**config.mk**
```make
export PLATFORM = sky130hd
export DESIGN_NAME = sdram_port_arb
export DESIGN_NICKNAME = d
export VERILOG_FILES = /design/src/rtl/sdram_port_arb.sv
export SDC_FILE = /design/constraint.sdc
export NUM_CORES = 1
export LEC_CHECK = 0
export BUFFER_PORTS_ARGS = -buffer_cell sky130_fd_sc_hd__buf_2
export CAP_MARGIN = 20
export CELL_PAD_IN_SITES_DETAIL_PLACEMENT = 0
export CELL_PAD_IN_SITES_GLOBAL_PLACEMENT = 1
export CORE_UTILIZATION = 37
export DETAILED_ROUTE_END_ITERATION = 12
export PLACE_DENSITY = 0.92
export SYNTH_ARGS = -nofsm -noshare
export SYNTH_HDL_FRONTEND = slang
export SYNTH_SLANG_ARGS = --single-unit
```
**constraint.sdc**
```tcl
create_clock -name SDRAM_CLK -period 6 [get_ports SDRAM_CLK]
set_clock_uncertainty 0.05 [all_clocks]
set_input_delay 0.9 -clock SDRAM_CLK [delete_from_list [all_inputs] [get_ports SDRAM_CLK]]
set_output_delay 0.9 -clock SDRAM_CLK [all_outputs]
set_load 0.01 [all_outputs]
```
**src/rtl/sdram_port_arb.sv**
```systemverilog
// Two-client arbiter for the shared SDRAM read/write port: A (CPU) has priority,
// B (backup DMA) is protected by a starvation guard. SDRAM_ARB_RR_EN selects round-robin.
module sdram_port_arb #(
  parameter int unsigned AW         = 25,
  parameter int unsigned DW         = 32,
  parameter int unsigned B_MAX_WAIT = 8
) (
  input  logic          SDRAM_CLK,
  input  logic          RESn,
  input  logic          A_REQ,
  input  logic          A_WE,
  input  logic [AW-1:0] A_ADDR,
  input  logic [DW-1:0] A_DIN,
  input  logic [3:0]    A_BE,
  output logic [DW-1:0] A_DOUT,
  output logic          A_ACK,
  input  logic          B_REQ,
  input  logic          B_WE,
  input  logic [AW-1:0] B_ADDR,
  input  logic [DW-1:0] B_DIN,
  input  logic [3:0]    B_BE,
  output logic [DW-1:0] B_DOUT,
  output logic          B_ACK,
  output logic [AW-1:0] SDRAM_WADDR,
  output logic [DW-1:0] SDRAM_DIN,
  output logic [3:0]    SDRAM_BE,
  output logic          SDRAM_WE,
  input  logic          SDRAM_WE_RDY,
  output logic          SDRAM_RD,
  input  logic          SDRAM_RD_RDY,
  output logic [AW-1:0] SDRAM_RADDR,
  input  logic [DW-1:0] SDRAM_DOUT,
  output logic          BUSY,
  output logic          GNT_B
);

  typedef enum logic [2:0] {
    S_IDLE,
    S_ISSUE,
    S_WAIT_BUSY,
    S_WAIT_DONE,
    S_ACK
  } state_t;

  state_t        state;
  logic          op_we;
  logic          pick_b_c;
  logic          pick_we_c;
  logic          grant_c;
  logic          op_rdy_c;
  logic [AW-1:0] sel_addr_c;
  logic [DW-1:0] sel_din_c;
  logic [3:0]    sel_be_c;

`ifdef SDRAM_ARB_RR_EN
  // Round-robin: on contention, the client not granted last wins.
  always_comb begin
    pick_b_c = 1'b0;
    pick_b_c = B_REQ && (!A_REQ || !GNT_B);
  end
`else
  localparam int unsigned CW = (B_MAX_WAIT > 0) ? $clog2(B_MAX_WAIT + 1) : 1;

  logic [CW-1:0] cnt;
  logic          starve_c;

  always_comb begin
    starve_c = 1'b0;
    pick_b_c = 1'b0;
    starve_c = (B_MAX_WAIT != 0) && (cnt == CW'(B_MAX_WAIT));
    pick_b_c = B_REQ && (!A_REQ || starve_c);
  end

  // Counts A grants made while B waits; saturates so B wins at the limit.
  always_ff @(posedge SDRAM_CLK or negedge RESn) begin
    if (!RESn) begin
      cnt <= '0;
    end else if (state == S_IDLE) begin
      if (!B_REQ) begin
        cnt <= '0;
      end else if (grant_c) begin
        if (pick_b_c)
          cnt <= '0;
        else if (cnt != CW'(B_MAX_WAIT))
          cnt <= cnt + CW'(1);
      end
    end
  end
`endif

  // Candidate operation and its payload; grant only when its port is idle.
  always_comb begin
    pick_we_c  = pick_b_c ? B_WE : A_WE;
    sel_addr_c = pick_b_c ? B_ADDR : A_ADDR;
    sel_din_c  = pick_b_c ? B_DIN : A_DIN;
    sel_be_c   = pick_we_c ? (pick_b_c ? B_BE : A_BE) : 4'hF;
    grant_c    = (A_REQ || B_REQ) && (pick_we_c ? SDRAM_WE_RDY : SDRAM_RD_RDY);
    op_rdy_c   = op_we ? SDRAM_WE_RDY : SDRAM_RD_RDY;
  end

  always_ff @(posedge SDRAM_CLK or negedge RESn) begin
    if (!RESn) begin
      state       <= S_IDLE;
      op_we       <= 1'b0;
      A_DOUT      <= '0;
      A_ACK       <= 1'b0;
      B_DOUT      <= '0;
      B_ACK       <= 1'b0;
      SDRAM_WADDR <= '0;
      SDRAM_RADDR <= '0;
      SDRAM_DIN   <= '0;
      SDRAM_BE    <= '0;
      SDRAM_WE    <= 1'b0;
      SDRAM_RD    <= 1'b0;
      BUSY        <= 1'b0;
      GNT_B       <= 1'b0;
    end else begin
      SDRAM_WE <= 1'b0;
      SDRAM_RD <= 1'b0;
      A_ACK    <= 1'b0;
      B_ACK    <= 1'b0;
      case (state)
        S_IDLE: begin
          if (grant_c) begin
            state       <= S_ISSUE;
            BUSY        <= 1'b1;
            GNT_B       <= pick_b_c;
            op_we       <= pick_we_c;
            SDRAM_WADDR <= sel_addr_c;
            SDRAM_RADDR <= sel_addr_c;
            SDRAM_DIN   <= sel_din_c;
            SDRAM_BE    <= sel_be_c;
            SDRAM_WE    <= pick_we_c;
            SDRAM_RD    <= !pick_we_c;
          end
        end
        S_ISSUE: state <= S_WAIT_BUSY;
        S_WAIT_BUSY: begin
          if (!op_rdy_c)
            state <= S_WAIT_DONE;
        end
        S_WAIT_DONE: begin
          if (op_rdy_c) begin
            state <= S_ACK;
            A_ACK <= !GNT_B;
            B_ACK <= GNT_B;
            if (!op_we) begin
              if (GNT_B)
                B_DOUT <= SDRAM_DOUT;
              else
                A_DOUT <= SDRAM_DOUT;
            end
          end
        end
        S_ACK: begin
          state <= S_IDLE;
          BUSY  <= 1'b0;
        end
        default: begin
          state <= S_IDLE;
          BUSY  <= 1'b0;
        end
      endcase
    end
  end

endmodule

```
# After elaboration in Yosys (flattened, before gate mapping)
# Cells that the tools add are included.
# word_totals
register_bits	139
inputBits	162
out_inout_bits	156
wordCells	68
# classes
n_addsub	1
eq_ne	10
n_mux	25
n_bitwise	3
reduce_logical	15
# ops
operator	n
32-bit two-way mux	1
25-bit two-way mux	1
4-bit two-way mux	6
1-bit two-way mux	12
3-bit case mux with 4 select lines	1
3-bit two-way mux	3
4-bit AND reduction	2
3-bit by 2-bit equality test with 1-bit output, second input constant	2
2-bit != test, second input constant	3
3-bit AND reduction	2
4-bit by 1-bit adder with 4-bit output, second input constant	1
4-bit equality test, second input constant	1
4-bit != test, second input constant	1
2-bit AND reduction	2
3-bit by 1-bit equality test with 1-bit output, second input constant	1
1-bit logical NOT	3
3-bit logical NOT	1
3-bit by 1-bit != test with 1-bit output, second input constant	1
1-bit inverter	3
3-bit OR reduction	1
1-bit logical AND	2
1-bit logical OR	2
2-bit by 1-bit != test with 1-bit output, second input constant	1
1-bit case mux with 2 select lines	1

# Depth between registers and ports, before layout
# depth
word_depth	8
ltp_mapped	8

# Worst setup path before layout
# OpenSTA, ideal clock, no wires.
# synth_path
kind	in2reg
from	input SDRAM_WE_RDY
to	register A_DOUT[10]
setup_time_ns	0.125
arrival_time_ns	2.245
path_slack_ns	3.580
cell_stages	7
path_buffers	2
path_cell_list	mux2_1 > and3_1 > nand2b_1 > or3_1 > buf_2 > buf_6 > mux2_4
# synth_via
elab_chain_cells	2
# synth_lines
item	line	text
from (decl)	28	input logic SDRAM_WE_RDY,
1-bit two-way mux	98	op_rdy_c = op_we ? SDRAM_WE_RDY : SDRAM_RD_RDY;
4-bit AND reduction (no source line)	-	
to (signal assigned)	105	A_DOUT <= '0;
to (signal assigned)	151	A_DOUT <= SDRAM_DOUT;
to (decl)	15	output logic [DW-1:0] A_DOUT,
# Every way passes these cells.
# A chain may end at the register's enable or synchronous reset.

# Worst setup path in the final report
# layout_path
from	register cnt[0]
to	register SDRAM_RADDR[2]
# layout_via
elab_chain_cells	7
elab_cells_between_ends	8
cone_classes	eq/ne (1); mux (3); reduce/logical (4)
# layout_lines
item	line	text
from (decl)	64	logic [CW-1:0] cnt;
from (signal assigned)	85	cnt <= cnt + CW'(1);
4-bit equality test *	70	starve_c = (B_MAX_WAIT != 0) && (cnt == CW'(B_MAX_WAIT));
1-bit logical OR *	71	pick_b_c = B_REQ && (!A_REQ || starve_c);
1-bit logical AND *	71	
1-bit two-way mux	93	pick_we_c = pick_b_c ? B_WE : A_WE;
1-bit two-way mux	97	grant_c = (A_REQ || B_REQ) && (pick_we_c ? SDRAM_WE_RDY : SDRAM_RD_RDY);
1-bit logical AND	97	
2-bit AND reduction (no source line)	-	
to (signal assigned)	130	SDRAM_RADDR <= sel_addr_c;
to (decl)	31	output logic [AW-1:0] SDRAM_RADDR,
# Every way passes the cells marked *; elsewhere a longest branch is shown, timed or not.

==> flow_summary.yaml <==
status:
  status: "completed"
hold_path:
  holdCritPathClass: "flop to flop"
  hp-start: "GNT_B$_DFFE_PN0P_"
logic_synthesis:
  avgSynthCellArea_um2: 12.3
  yosysSeqAreaShare_pct: 56.2
  synth_cells: 505
  yosys_register_bits: 139
  yosysTopAreaCellShare_pct: 56.2
  yosysMostFrequentCell: "dfrtp_1"
  synth-main-ff-cell: "dfrtp_1"
  synthTopCellsByCount: "dfrtp_1 (139), nor2_1 (65), a21oi_1 (62)"
  syn_nets: 669
  synth_edf_count: 0
  synth_cell_types: 38
  synth.largest_area_cell: "dfrtp_1"
  synthTopCellsByArea: "dfrtp_1 (56%), mux2i_1 (9.5%), mux2_4 (7.3%)"
  synth_area_um2: 6190
  async_flop_share_pct: 100
  yosysWarnings: 0
global_route:
  grt_pass1_wl_um: 25200
  grt_overflow: 0
  antenna_found_initial: 0
  grt_max_degree: 83
  grt_pass1_vias: 4746
  grt_usage_pct: 18.8
drt:
  first_pass_iters: 4
  dr.first_iter.drc_count: 160
  drc_errors: 0
  routed_via_density: 4.67
  ant_nets: 0
  routed_wl_um: 15800
  vias: 4775
  avgRoutedWirePerCell_um: 15.5
critical_path:
  cp_max_fo: 39
  path_buf_inv: 2
  critical_path.max_stage_delay_ns: 0.72
  start_kind: "flop"
  crit_family: "compound AO/OA/AOI/OAI gates"
  crit_slowest_cell: "o21ai_4"
  critical_path.startpoint: "cnt[0]$_DFFE_PN0P_"
  cp_cell_sequence: "inv_1 > ha_1 > and3b_1 > o21ai_4 > buf_4 > mux2i_1 > a21oi_1"
  reg2reg_from: "cnt[0]$_DFFE_PN0P_"
  timing.setup.critical_path_class: "flop to flop"
  crit_required_ns: 6.23
  end_kind: "flop"
  cp_data_arrival_time_ns: 3.20
power_and_ir_drop:
  power_density_nw_per_um2: 508
  vdd_ir_drop_max_mv: 0.187
  p_leak_nw: 4.54
cts:
  cts_resized: 0
  cts_buffers: 17
  cts_buffer_depth: 2
  cts.sinks: 139
  htree_num_levels: 4
  cts_tree: "yes"
  path_clk_slew_ns: 0.06
  clock_latency_ns: 0.41
  cts_hold_buf: 0
  post_cts_buffers: 0
  cts_root_buf: "clkbuf_16"
floorplanning:
  die_h_um: 131
  start_util_pct: 38.4
  coreArea_um2: 16100
  io_pins: 318
  die_area_um2: 17300
  rows: 46
  chipWidth_um: 131
finish:
  final_core_util_pct: 52.1
  n_antenna_cell: 0
  area_growth_pct: 35.6
  drive_gt1_share_pct: 52.3
  nets: 959
sta:
  hold_violations: 0
  rsz0062_at_grt: "false"
  setup_viol_count_final: 0
  fmax_mhz: 337
  fin_crit_ns: 2.97
  relSlewSlack_pct: 27.8
  finalCritPeriodShare_pct: 49.4
  worst_pin_slew_ns: 1.08
  setup_tns_ns: 0
  final_max_slew_viol_count: 0
placement:
  gp_congestion: 0.772
  port_buffers: 317
  dp_hpwl_um: 11700
flow_run:
  maxCapViolations: 0
-- worst paths after layout --
path	to	slack, ns	cells past startpoint
worst max-delay path	SDRAM_RADDR[2]$_DFFE_PN0P_	3.03	7
worst min-delay path	A_ACK$_DFF_PN0_	0.42	1
worst max register to register	SDRAM_RADDR[2]$_DFFE_PN0P_	3.03	7
worst min register to register	A_ACK$_DFF_PN0_	0.42	1
max in group asynchronous	SDRAM_DIN[18]$_DFFE_PN0P_	4.18	2
min in group asynchronous	A_DOUT[12]$_DFFE_PN0P_	0.47	1
-- stage by stage --
| stage | instances | setup slack, ns | hold WS [ns] | power, W | instance area [um^2] |
|---|---|---|---|---|---|
| 4_1_cts | 1023 | 3.03 | 0.431 | 0.00431 | 8400 |
| 3_5_place_dp | 992 | 2.74 | 0.424 | 0.00323 | 7800 |
| 5_1_grt | 1023 | 2.87 | 0.464 | 0.00453 | 8400 |
| 2_1_floorplan | 505 | 3.58 | 0.399 | 0.00260 | 6190 |
| 6_report | 1023 | 3.03 | 0.423 | 0.00426 | 8400 |
| 3_3_place_gp | 992 | 2.76 | 0.416 | 0.00318 | 7800 |
-- worst register-to-register path: stages, from the launching register on --
cell	delay, ns
dfrtp_1	0.40
inv_1	0.06
ha_1	0.20
and3b_1	0.23
o21ai_4	0.72
buf_4	0.68
mux2i_1	0.39
a21oi_1	0.10
-- final cells by class --
type	count	area (um^2)
flip-flops and latches	139	3480
fillers	1390	7720
repair buffers	322	1630
multi-input cells	300	2360
clock buffers	18	429
well taps	216	270
inverters	15	56.3
clock inverters	13	168
-- flip-flops by register name, indices dropped and copies added, names as in the netlist --
signal / cells
A_ACK: 1
SDRAM_BE: 4
BUSY: 1
SDRAM_RD: 1
SDRAM_WE: 1
GNT_B: 1
A_DOUT: 32
B_ACK: 1
B_DOUT: 32
SDRAM_RADDR: 25
cnt: 4
op_we: 1
state: 3
SDRAM_DIN: 32
-- cell usage in the layout, fill, tap and decap left out, types with 2 or more instances in the layout --
cell        count
dfrtp_1       139
a21oi_1        61
nor2_1         65
o211ai_1        2
mux2i_1        59
mux2_2         35
ha_1            2
nand3b_1        5
o311ai_0        4
mux2_4         30
nand2_1         5
buf_4           5
clkinvlp_4      2
inv_6           2
clkinv_2        2
bufinv_16       3
clkbuf_16      17
inv_1          15
buf_2         316
nand3_1         2
nor3_1          2
clkinv_4        4
mux2_1          3
o21ai_0         6
-- report_power, final --
part,internal [W],switching [W]
Combinational,0.000764,0.000801
Clock,0.000654,0.000400
Sequential,0.00138,0.000266
-- logic make-up after synthesis --
logic type      Yosys count  synth area share (%)
flops                   139                  56.2
mux                     127                  23.7
simple gates             90                  6.40
compound gates           81                  7.17
buf+inv                  66                  6.14
fa+ha+maj                 2                 0.404
-- per-layer routing --
layer	track usage, %	routed length, um	part of all wire (%)	up-vias
met5	0	0	0	-
met2	31.3	7720	49	192
met3	4.75	949	6.0	18
li1	-	-	-	2320
met4	7.69	255	1.6	0
met1	23.3	6920	44	2245
No activity file was read; power rests on OpenSTA's default activity.
